<file path="config.mk">
export PLATFORM = sky130hd
export DESIGN_NAME = fsqrt_iter
export DESIGN_NICKNAME = d
export VERILOG_FILES = /design/src/rtl/fsqrt_iter.sv
export SDC_FILE = /design/constraint.sdc
export NUM_CORES = 1
export LEC_CHECK = 0
export CORE_MARGIN = 5
export CORE_UTILIZATION = 60
export CTS_BUF_LIST = sky130_fd_sc_hd__clkbuf_2 sky130_fd_sc_hd__clkbuf_4 sky130_fd_sc_hd__clkbuf_8
export DETAILED_ROUTE_END_ITERATION = 6
export PLACE_DENSITY = 0.84
export SYNTH_ARGS = -nofsm -noshare
export SYNTH_HDL_FRONTEND = slang
export SYNTH_SLANG_ARGS = --single-unit
export TNS_END_PERCENT = 100
</file>
<file path="constraint.sdc">
create_clock -name clk -period 4.5 [get_ports clk]
set_input_delay 0.675 -clock clk [delete_from_list [all_inputs] [get_ports clk]]
set_output_delay 0.675 -clock clk [all_outputs]
set_load 0.01 [all_outputs]
</file>
<file path="src/rtl/fsqrt_iter.sv">
// Iterative IEEE-754 square root for any EXP_W/MAN_W format, UNROLL root bits per cycle.
// Handshake: a transfer happens on a rising edge where valid && ready; the sender holds its data until then.
module fsqrt_iter #(
  parameter int EXP_W  = 8,
  parameter int MAN_W  = 23,
  parameter int UNROLL = 1
) (
  input  logic                     clk,
  input  logic                     rst,
  input  logic                     in_valid,
  output logic                     in_ready,
  input  logic [EXP_W+MAN_W:0]     in_a,
  input  logic [2:0]               in_rm,
  output logic                     out_valid,
  input  logic                     out_ready,
  output logic [EXP_W+MAN_W:0]     out_z,
  output logic [4:0]               out_flags,
  output logic                     busy
);
  localparam int W  = EXP_W + MAN_W + 1;
  localparam int N  = MAN_W + 2;
  localparam int K  = (N + UNROLL - 1) / UNROLL;
  localparam int M  = K * UNROLL;
  localparam int RW = 2 * M;
  localparam int EW = EXP_W + 2;
  localparam int CW = $clog2(K + 1);
  localparam logic [EW-1:0] BIAS = EW'((1 << (EXP_W - 1)) - 1);
  localparam logic [W-1:0]  QNAN = {1'b0, {EXP_W{1'b1}}, 1'b1, {(MAN_W-1){1'b0}}};
  localparam logic [W-1:0]  INF  = {1'b0, {EXP_W{1'b1}}, {MAN_W{1'b0}}};

  typedef enum logic [2:0] {IDLE, CLASSIFY, ITER, ROUND, DONE} state_t;
  state_t state;

  logic [W-1:0]   a_q;
  logic [2:0]     rm_q;
  logic           special_q, spec_nv_q;
  logic [W-1:0]   spec_z_q;
  logic [EW-1:0]  e_q;
  logic [RW-1:0]  rad_q;
  logic [M+1:0]   rem_q;
  logic [M-1:0]   root_q;
  logic [CW-1:0]  cnt_q;

  assign in_ready = (state == IDLE);
  assign busy     = (state != IDLE);

  // Classification and normalisation of the latched operand
  logic                 a_sign;
  logic [EXP_W-1:0]     a_exp;
  logic [MAN_W-1:0]     a_man;
  logic [MAN_W:0]       sig_raw, sig_norm;
  logic [MAN_W+1:0]     sig_even;
  logic [EW-1:0]        lz, e_unb, e_even;
  logic                 c_special, c_nv;
  logic [W-1:0]         c_z;

  assign {a_sign, a_exp, a_man} = a_q;

  always_comb begin
    sig_raw = {(a_exp != '0), a_man};
    lz = '0;
    for (int i = 0; i <= MAN_W; i++)
      if (sig_raw[i]) lz = EW'(MAN_W - i);
    sig_norm = sig_raw << lz;
    if (a_exp == '0) e_unb = EW'(1) - BIAS - lz;
    else             e_unb = {2'b00, a_exp} - BIAS;
    // odd exponent: fold one factor of two into the radicand
    if (e_unb[0]) begin
      sig_even = {sig_norm, 1'b0};
      e_even   = e_unb - EW'(1);
    end else begin
      sig_even = {1'b0, sig_norm};
      e_even   = e_unb;
    end
    c_special = 1'b1;
    c_nv      = 1'b0;
    c_z       = QNAN;
    if (rm_q > 3'd4) c_nv = 1'b1;
    else if (a_exp == {EXP_W{1'b1}}) begin
      if (a_man != '0)  c_nv = ~a_man[MAN_W-1];
      else if (a_sign)  c_nv = 1'b1;
      else              c_z  = INF;
    end
    else if (a_exp == '0 && a_man == '0) c_z = a_q;
    else if (a_sign) c_nv = 1'b1;
    else c_special = 1'b0;
  end

  // Restoring recurrence, UNROLL steps per cycle
  logic [M+3:0]  acc, trial;
  logic [M+1:0]  it_rem;
  logic [M-1:0]  it_root;
  logic [RW-1:0] it_rad;

  always_comb begin
    it_rem  = rem_q;
    it_root = root_q;
    it_rad  = rad_q;
    acc     = '0;
    trial   = '0;
    for (int u = 0; u < UNROLL; u++) begin
      acc   = {it_rem, it_rad[RW-1 -: 2]};
      trial = {2'b00, it_root, 2'b01};
      if (acc >= trial) begin
        acc     = acc - trial;
        it_root = {it_root[M-2:0], 1'b1};
      end else begin
        it_root = {it_root[M-2:0], 1'b0};
      end
      it_rem = acc[M+1:0];
      it_rad = it_rad << 2;
    end
  end

  // Rounding: root_q[0] is the guard bit, the remainder supplies sticky
  logic             g, s, inc;
  logic [MAN_W:0]   mant_sum;
  logic [EW-1:0]    exp_r;
  logic [EXP_W-1:0] exp_field;
  logic [W-1:0]     r_z;

  always_comb begin
    g = root_q[0];
    s = |rem_q;
    case (rm_q)
      3'b000:  inc = g & (s | root_q[1]);
      3'b011:  inc = g | s;
      3'b100:  inc = g;
      default: inc = 1'b0;
    endcase
    mant_sum  = {1'b0, root_q[N-2:1]} + {{MAN_W{1'b0}}, inc};
    exp_r     = ($signed(e_q) >>> 1) + BIAS;
    exp_field = exp_r[EXP_W-1:0] + {{(EXP_W-1){1'b0}}, mant_sum[MAN_W]};
    r_z       = {1'b0, exp_field, mant_sum[MAN_W-1:0]};
  end

  logic unused_bits;
  assign unused_bits = ^{root_q[M-1:N-1], exp_r[EW-1:EXP_W]};

  // Specials pass through ROUND unchanged so their latency is two edges
  always_ff @(posedge clk) begin
    if (rst) begin
      state     <= IDLE;
      out_valid <= 1'b0;
      out_z     <= '0;
      out_flags <= '0;
      a_q       <= '0;
      rm_q      <= '0;
      special_q <= 1'b0;
      spec_nv_q <= 1'b0;
      spec_z_q  <= '0;
      e_q       <= '0;
      rad_q     <= '0;
      rem_q     <= '0;
      root_q    <= '0;
      cnt_q     <= '0;
    end else begin
      case (state)
        IDLE: if (in_valid) begin
          a_q   <= in_a;
          rm_q  <= in_rm;
          state <= CLASSIFY;
        end
        CLASSIFY: begin
          special_q <= c_special;
          spec_nv_q <= c_nv;
          spec_z_q  <= c_z;
          e_q       <= e_even;
          rad_q     <= RW'({sig_even, {(MAN_W+2){1'b0}}});
          rem_q     <= '0;
          root_q    <= '0;
          cnt_q     <= '0;
          state     <= c_special ? ROUND : ITER;
        end
        ITER: begin
          rem_q  <= it_rem;
          root_q <= it_root;
          rad_q  <= it_rad;
          cnt_q  <= cnt_q + CW'(1);
          if (cnt_q == CW'(K - 1)) state <= ROUND;
        end
        ROUND: begin
          out_z     <= special_q ? spec_z_q : r_z;
          out_flags <= special_q ? {spec_nv_q, 4'b0000} : {4'b0000, g | s};
          out_valid <= 1'b1;
          state     <= DONE;
        end
        DONE: if (out_ready) begin
          out_valid <= 1'b0;
          state     <= IDLE;
        end
        default: state <= IDLE;
      endcase
    end
  end
endmodule

</file>
# Word level (Yosys, flattened, before mapping)
# Cells that the tools add are included.
[word_totals]
output_inout_bits = 40
reg_bits = 226
[classes]
eq_ne = 11
shifts = 1
order_cmp = 2
bitwise_logic = 4
muxes = 56
n_reduce_logical = 14
n_addsub = 8
[ops]
columns = ["op", "count"]
rows = [
  ["$mux 10", 21],
  ["$mux 32", 4],
  ["$pmux 50 s2", 1],
  ["$pmux 27 s2", 1],
  ["$pmux 25 s2", 1],
  ["$mux 23", 2],
  ["$ge 29x27->1", 1],
  ["$mux 27", 1],
  ["$reduce_or 27->1", 1],
  ["$sub 27x27->27", 1],
  ["$mux 25", 1],
  ["$add 23x1->24", 1],
  ["$shl 24x10->24", 1],
  ["$logic_not 23->1", 1],
  ["$reduce_bool 23->1", 1],
  ["$mux 5", 4],
  ["$mux 9", 2],
  ["$pmux 3 s5", 1],
  ["$mux 1", 11],
  ["$pmux 5 s2", 1],
  ["$eq 3x2->1 const B", 3],
  ["$mux 3", 3],
  ["$sub 8x7->9 const B", 1],
  ["$sub 9x1->9 const B", 1],
  ["23 further kinds", 30],
]

# Depth between registers and ports, before layout
# Gate-level depths: netlist (run 1).
[depth]
depth_word = 28
depth_mapped = 16
mapped_depth_nobuf = 16

# Worst setup path before layout (run 1)
# Ideal clock, no wire load.
[synth_path]
path_type = "reg-to-reg"
from = "reg root_q[3]"
to = "reg rem_q[10]"
path_slack_ns = 1.295
path_stages_with_launch = 16
n_path_buf = 3
setup_time_ns = 0.117
synth_period_minus_slack_ns = 3.205
arrival_ns = 3.088
path_cell_list = "dfxtp_1 clkbuf_1 inv_1 ha_1 a21oi_1 o211ai_1 nor4_1 o21ai_1 a311oi_1 o21ai_1 a31oi_1 buf_2 buf_1 nor2_1 mux2i_1 nand2_1"
[synth_between]
elab_chain_cells = 3
word_cells_on_any_way = 4
[synth_rtl]
columns = ["item", "line", "text"]
rows = [
  ["from (decl)", "41", "logic [M-1:0] root_q;"],
  ["from (signal assigned)", "177", "root_q <= it_root;"],
  ["$sub 27x27->27 or $ge 29x27->1 (tied branches)", "105, 104", ""],
  ["$mux 27 (*)", "104", "if (acc >= trial) begin"],
  ["$pmux 27 s2 (*)", "158", "case (state)"],
  ["to (signal assigned)", "176", "rem_q <= it_rem;"],
  ["to (decl)", "40", "logic [M+1:0] rem_q;"],
]
# Mark *: on every way between the ends. The rest lies on a longest branch, timed or not.
# A chain may end at the register's enable or synchronous reset.

# Worst setup path in the final report (run 1)
[layout_path]
from = "reg a_q[23]"
to = "reg rad_q[44]"
[layout_between]
elab_chain_cells = 6
word_cells_on_any_way = 9
[layout_rtl]
columns = ["item", "line", "text"]
rows = [
  ["from (decl)", "34", "logic [W-1:0] a_q;"],
  ["from (signal assigned)", "160", "a_q <= in_a;"],
  ["$reduce_bool 8->1", "60", "sig_raw = {(a_exp != '0), a_man};"],
  ["$mux 10", "63", "if (sig_raw[i]) lz = EW'(MAN_W - i);"],
  ["$sub 9x9->9", "65", "if (a_exp == '0) e_unb = EW'(1) - BIAS - lz;"],
  ["$mux 9", "65", ""],
  ["$mux 25 (*)", "68", "if (e_unb[0]) begin"],
  ["$pmux 50 s2 (*)", "158", ""],
  ["to (signal assigned)", "169", "rad_q <= RW'({sig_even, {(MAN_W+2){1'b0}}});"],
  ["to (signal assigned)", "178", "rad_q <= it_rad;"],
  ["to (decl)", "39", "logic [RW-1:0] rad_q;"],
]
# Mark *: on every way between the ends. The rest lies on a longest branch, timed or not. The select of a mux whose other input is x is not followed.

==> results.yml, run 1 <==
status:
  outcome: "finished clean"
detailed_routing:
  postRouteAntennaNets: 0
  vias: 10800
  wl_per_cell_um: 17.7
  drt_iter0_drc: 958
  viasPerCell: 6.22
  drcViolationCount: 0
  firstDrtPassIters: 6
  wirelength_mm: 30.9
job:
  drv_cap: 0
setup_path:
  path_buf_inv: 2
  regToRegSetupSlack_ps: 760
  endpoint_kind: "flop"
  cp_slowest_cell: "dfxtp_1"
  critPathMaxFanout: 21
  crit_path_start_kind: "flop"
  startpoint: "a_q[23]"
  worstPathRequired_ps: 4830
  critPathArrivalTime_ps: 4070
  crit_type: "flop to flop"
  crit_chain: "inv_1 -> ha_1 -> nor3b_2 -> and3_1 -> a21boi_2 -> o21ai_2 -> buf_4 -> mux2i_1 -> mux2i_1 -> mux2_2 -> a211o_1 -> mux2i_1 -> a211oi_1"
  cp_top_family: "multiplexers"
  cp_slowest_stage_delay_ps: 420
  cp_common_cell: "mux2i_1"
  worst_r2r_startpoint: "a_q[23]"
placed_design:
  io_buffers: 75
  placed_cell_area_sq_um: 12200
  gp_congestion: 0.999
  dp_hpwl_mm: 22.1
  placedCellCount: 1713
power:
  peakVddDrop_uv: 1100
  leakagePower_nw: 4.69
  p_per_area_nw_per_um2: 763
clock_tree:
  cts.sink_count: 197
  cts_made_buffers: 17
  cts.clk_slew.worst_paths_ps: 120
  postCtsSetupRepairBufs: 0
  postCtsResizedCells: 0
  clkLatencyLatePin_ps: 500
  cts-root-buf: "clkbuf_8"
  cts_tree: "done"
  clockBufferDepth: 2
  h-tree-depth: 4
  ctsHoldBuffers: 0
finish:
  final_cell_mix: "nand2_1, dfxtp_1, a21oi_1, nor2_1, o21ai_0"
  num-nets-final: 1573
  stdcell_count: 1745
  areaGrowthSynthToFinish_pct: 9.95
  layout-drive-gt1-share: 0.0609
  design_area_sq_um: 12600
  diodes: 0
  final_common_cell: "nand2_1"
  n_fill_cell: 1598
synth:
  synth-seq-cells: 197
  synth_compound_area_frac: 0.246
  synth_area_per_cell_sq_um: 7.73
  yosysSeqAreaShare: 0.344
  synth-simple-area-share: 0.223
  netlist_area_sq_um: 11500
  synth_top_family_by_area: "compound AO/OA/AOI/OAI gates"
  synthCells: 1484
  yosys.area_share.adder: 0.0393
  async_reset_ff_frac: 0
  synth_edf_count: 0
  synth_ff_type: "dfxtp_1"
  yosys_warnings: 0
  synthMuxAreaShare: 0.0431
  synth_xor_area_frac: 0.0405
  synth_cell_type_count: 86
sta:
  hold_viol: 0
  setup_tns_ps: 0
  finalMaxSlewViolations: 0
  worst_pin_slew_ps: 1210
  max_freq_mhz: 268
  max-slew-margin-rel: 0.194
  setup_viol: 0
  finClkSkew_ps: 24.0
  layout_min_cycle_time_ps: 3740
  rsz0062_at_grt: "false"
  period_share: 0.831
global_routing:
  grt_usage: 0.274
  overflow: 0
  antenna_found_initial: 0
  grt_start_max_net_pins: 91
  grt_pass1_wl_mm: 50.2
  grt_pass1_vias: 9919
floorplanning:
  core_area_sq_um: 18800
  ios: 79
  rows: 50
  initial_utilization: 0.611
  dieWidth_um: 148
  dieArea_sq_um: 22000
  die_h_um: 148
hold_path:
  hp-class: "flop to flop"
  hp-start: "out_z[2]"
-- per-stage QoR --
step	setup WS (ps)	power, mW	utilization	hold WS, ps
floorplan	1290	6.97	-	417
CTS	847	9.51	0.672	461
global route	445	10.4	0.672	479
detailed placement	885	8.21	0.648	444
global placement	918	8.14	0.648	434
finish	762	9.62	0.672	459
-- registers in the layout (all words and copies together), names as in the netlist, 2 cells and up --
name       cells
rad_q         25
rem_q         27
rm_q           3
spec_z_q      32
a_q           32
out_z         32
e_q            8
cnt_q          5
root_q        25
out_flags      2
state          3
-- per-layer routing --
metal | GRT usage | part of all wire
met4 | 0.0910 | 0.026
met1 | 0.356 | 0.43
met3 | 0.0445 | 0.059
met5 | 0 | 0
met2 | 0.466 | 0.48
-- worst min-delay path: stages (launching register included) --
cell and delay [ps]:
dfxtp_1 330, nand2_1 50, a21oi_1 50
-- where the power goes --
| part | internal [mW] | total (mW) | switching (mW) |
|---|---|---|---|
| Clock | 0.498 | 1.27 | 0.774 |
| Sequential | 1.97 | 2.27 | 0.295 |
| Combinational | 2.47 | 6.08 | 3.61 |
-- final timing paths --
kind	depth (start not counted)	endpoint
max reg2reg	13	rad_q[44]
min reg2reg	2	out_z[2]
max	13	rad_q[44]
min	2	out_z[2]
-- area by class of cell --
type	instances	area, sq um	share of cell area
Inverter	55	206	0.0164
Sequential cell	197	3950	0.313
Timing Repair Buffer	93	883	0.0700
Clock buffer	17	234	0.0185
Clock inverter	15	220	0.0175
Tap cell	234	293	0.0232
Multi-Input combinational cell	1134	6830	0.542
-- synthesized netlist by cell type (all sizes together), types with 9 or more instances --
library cell  number  area [sq um]
o22ai             18           119
and2              28           175
dfxtp            197          3940
nor2             119           449
o211ai            10          80.1
a22o              13           114
a31oi             13          81.3
nand4             12          75.1
nor2b              9          56.3
inv               55           206
nand2b            10          62.6
nor3              39           205
ha                36           450
a21oi            127           636
a21o              11          82.6
and3               9          56.3
clkbuf            71           308
nand3             28           140
mux2i             46           460
nand2            255           960
o21a              14           105
buf               28           209
nor4              13           103
a211oi            36           270
xnor2             36           315
o21ai             94           482
a22oi             34           255
xor2              17           149
-- cells by family after synthesis --
kind of cell             count (synthesis)
flip-flops                             197
buffers and inverters                  155
multiplexers                            49
XOR/XNOR                                53
other                                    1
adder cells (fa/ha/maj)                 36
AND/OR/NAND/NOR                        557
AO/OA/AOI/OAI                          436
No activity file was read; power rests on OpenSTA's default activity.
==> inputs of run 2 (changes only) <==
==> constraint.sdc (replaced) <==
create_clock -name clk -period 3.6 [get_ports clk]
set_input_delay 0.54 -clock clk [delete_from_list [all_inputs] [get_ports clk]]
set_output_delay 0.54 -clock clk [all_outputs]
set_load 0.01 [all_outputs]
==> results.yml, run 2 (synthesized netlist as in run 1, its figures left out) <==
status:
  outcome: "finished clean"
power:
  pwr-share-clk: 0.126
  peakVddDrop_uv: 1020
  p_sw_mw: 6.03
  pwr-share-comb: 0.647
  netSwitchingFraction: 0.484
  p_total_mw: 12.5
  leakagePower_nw: 4.86
  power_frac_seq: 0.227
  power.internal_mw: 6.43
  p_per_area_nw_per_um2: 967
floorplanning:
  die_h_um: 148
  rows: 50
  core_area_sq_um: 18800
  dieWidth_um: 148
  dieArea_sq_um: 22000
  initial_utilization: 0.611
  ios: 79
finish:
  design_area_sq_um: 12900
  n_fill_cell: 1560
  top_regs: "a_q: 32 flops, out_z: 32 flops, spec_z_q: 32 flops"
  multi_input_area_sq_um: 6860
  final_common_cell: "nand2_1"
  utilization: 0.686
  areaGrowthSynthToFinish_pct: 12.3
  layout-drive-gt1-share: 0.0824
  diodes: 0
  stdcell_count: 1775
  ff_latch_area_sq_um: 3950
  final_cell_mix: "nand2_1, dfxtp_1, a21oi_1, nor2_1, o21ai_0"
  num-nets-final: 1603
global_routing:
  grt_start_max_net_pins: 65
  grt_pass1_wl_mm: 50.2
  overflow: 0
  grt_usage: 0.274
  grt_pass1_vias: 10300
  antenna_found_initial: 0
placed_design:
  gp_congestion: 1.04
  placed_cell_area_sq_um: 12400
  io_buffers: 75
  placedCellCount: 1743
  dp_hpwl_mm: 22.9
sta:
  max-slew-margin-rel: 0.258
  setup_viol: 0
  setup_tns_ps: 0
  period_share: 0.951
  hold_viol: 0
  finalMaxSlewViolations: 0
  max_freq_mhz: 292
  finClkSkew_ps: 19.2
  worst_pin_slew_ps: 1110
  layout_min_cycle_time_ps: 3420
setup_path:
  worstPathRequired_ps: 4020
  endpoint_kind: "flop"
  cp_common_cell: "ha_1"
  critPathArrivalTime_ps: 3840
  critPathMaxFanout: 4
  cp_slowest_stage_delay_ps: 410
  crit_path_start_kind: "flop"
  cp_slowest_cell: "nor3_1"
  crit_type: "flop to flop"
  cp_top_family: "simple AND/OR/NAND/NOR gates"
  path_buf_inv: 1
  crit_chain: "nor4_1 -> nand4_1 -> nor3_1 -> o31ai_1 -> ha_1 -> nand3_1 -> nor3_2 -> nand4_1 -> ha_1 -> ha_1 -> inv_1 -> or3_1 -> xor2_1 -> o21ai_0 -> nand2_1 -> a21oi_1"
clock_tree:
  postCtsResizedCells: 0
  h-tree-depth: 4
  clkLatencyLatePin_ps: 480
  cts-root-buf: "clkbuf_8"
  ctsHoldBuffers: 0
  cts.sink_count: 197
  cts.clk_slew.worst_paths_ps: 120
  cts_made_buffers: 17
  postCtsSetupRepairBufs: 0
  clockBufferDepth: 2
  cts_tree: "done"
detailed_routing:
  wirelength_mm: 31.2
  vias: 11000
  firstDrtPassIters: 6
  drt_iter0_drc: 1034
  drcViolationCount: 0
  viasPerCell: 6.21
  postRouteAntennaNets: 0
  wl_per_cell_um: 17.6
job:
  drv_cap: 0
hold_path:
  hp-class: "flop to flop"
[run 2: per-stage QoR]
step | setup WS, ps | hold slack (ps)
4_1_cts | 79.0 | 460
2_1_floorplan | 395 | 417
3_3_place_gp | 233 | 437
5_1_grt | -11.0 | 486
3_5_place_dp | 164 | 442
6_report | 175 | 458
[run 2: final cells by class]
type                            count  area share
Multi-Input combinational cell   1134       0.532
Timing Repair Buffer              123      0.0873
Clock inverter                     15      0.0171
Tap cell                          234      0.0227
Clock buffer                       17      0.0182
Sequential cell                   197       0.306
Inverter                           55      0.0160
[run 2: final timing paths]
path | start | endpoint | slack (ps) | cells past startpoint
worst min register to register | out_z[5] | out_z[5] | 460 | 2
worst min-delay path | out_z[5] | out_z[5] | 460 | 2
worst max register to register | rem_q[7] | out_z[27] | 180 | 16
worst max-delay path | rem_q[7] | out_z[27] | 180 | 16
[run 2: power groups by stage]
stage	registers, mW	clock network (mW)	logic, mW
final	2.83	1.57	8.06
after global routing	2.86	1.68	8.77
after CTS	2.81	1.59	7.90
after detailed placement	2.85	0	7.83
after global placement	2.84	0	7.70
after floorplan	2.70	0	6.01
[run 2: metal layers]
layer / track usage / up-vias / share of wire
li1: - / 5366 / -
met1: 0.332 / 5173 / 0.41
met2: 0.480 / 388 / 0.49
met3: 0.0433 / 99 / 0.058
met4: 0.126 / 0 / 0.041
met5: 0 / - / 0
[run 2: tightest hold or removal path: stages, from the launching register on]
cell	delay [ps]
dfxtp_1	330
nand2_1	50
a21oi_1	50
==> inputs of run 3 (changes only) <==
--- a/config.mk
+++ b/config.mk
@@ -8,6 +8,7 @@
 export CORE_MARGIN = 5
 export CORE_UTILIZATION = 60
 export CTS_BUF_LIST = sky130_fd_sc_hd__clkbuf_2 sky130_fd_sc_hd__clkbuf_4 sky130_fd_sc_hd__clkbuf_8
+export CTS_CLUSTER_DIAMETER = 40
 export DETAILED_ROUTE_END_ITERATION = 6
 export PLACE_DENSITY = 0.84
 export SYNTH_ARGS = -nofsm -noshare
==> results of run 3 <==
Final layout, timing and power as in run 2 (identical DEF).
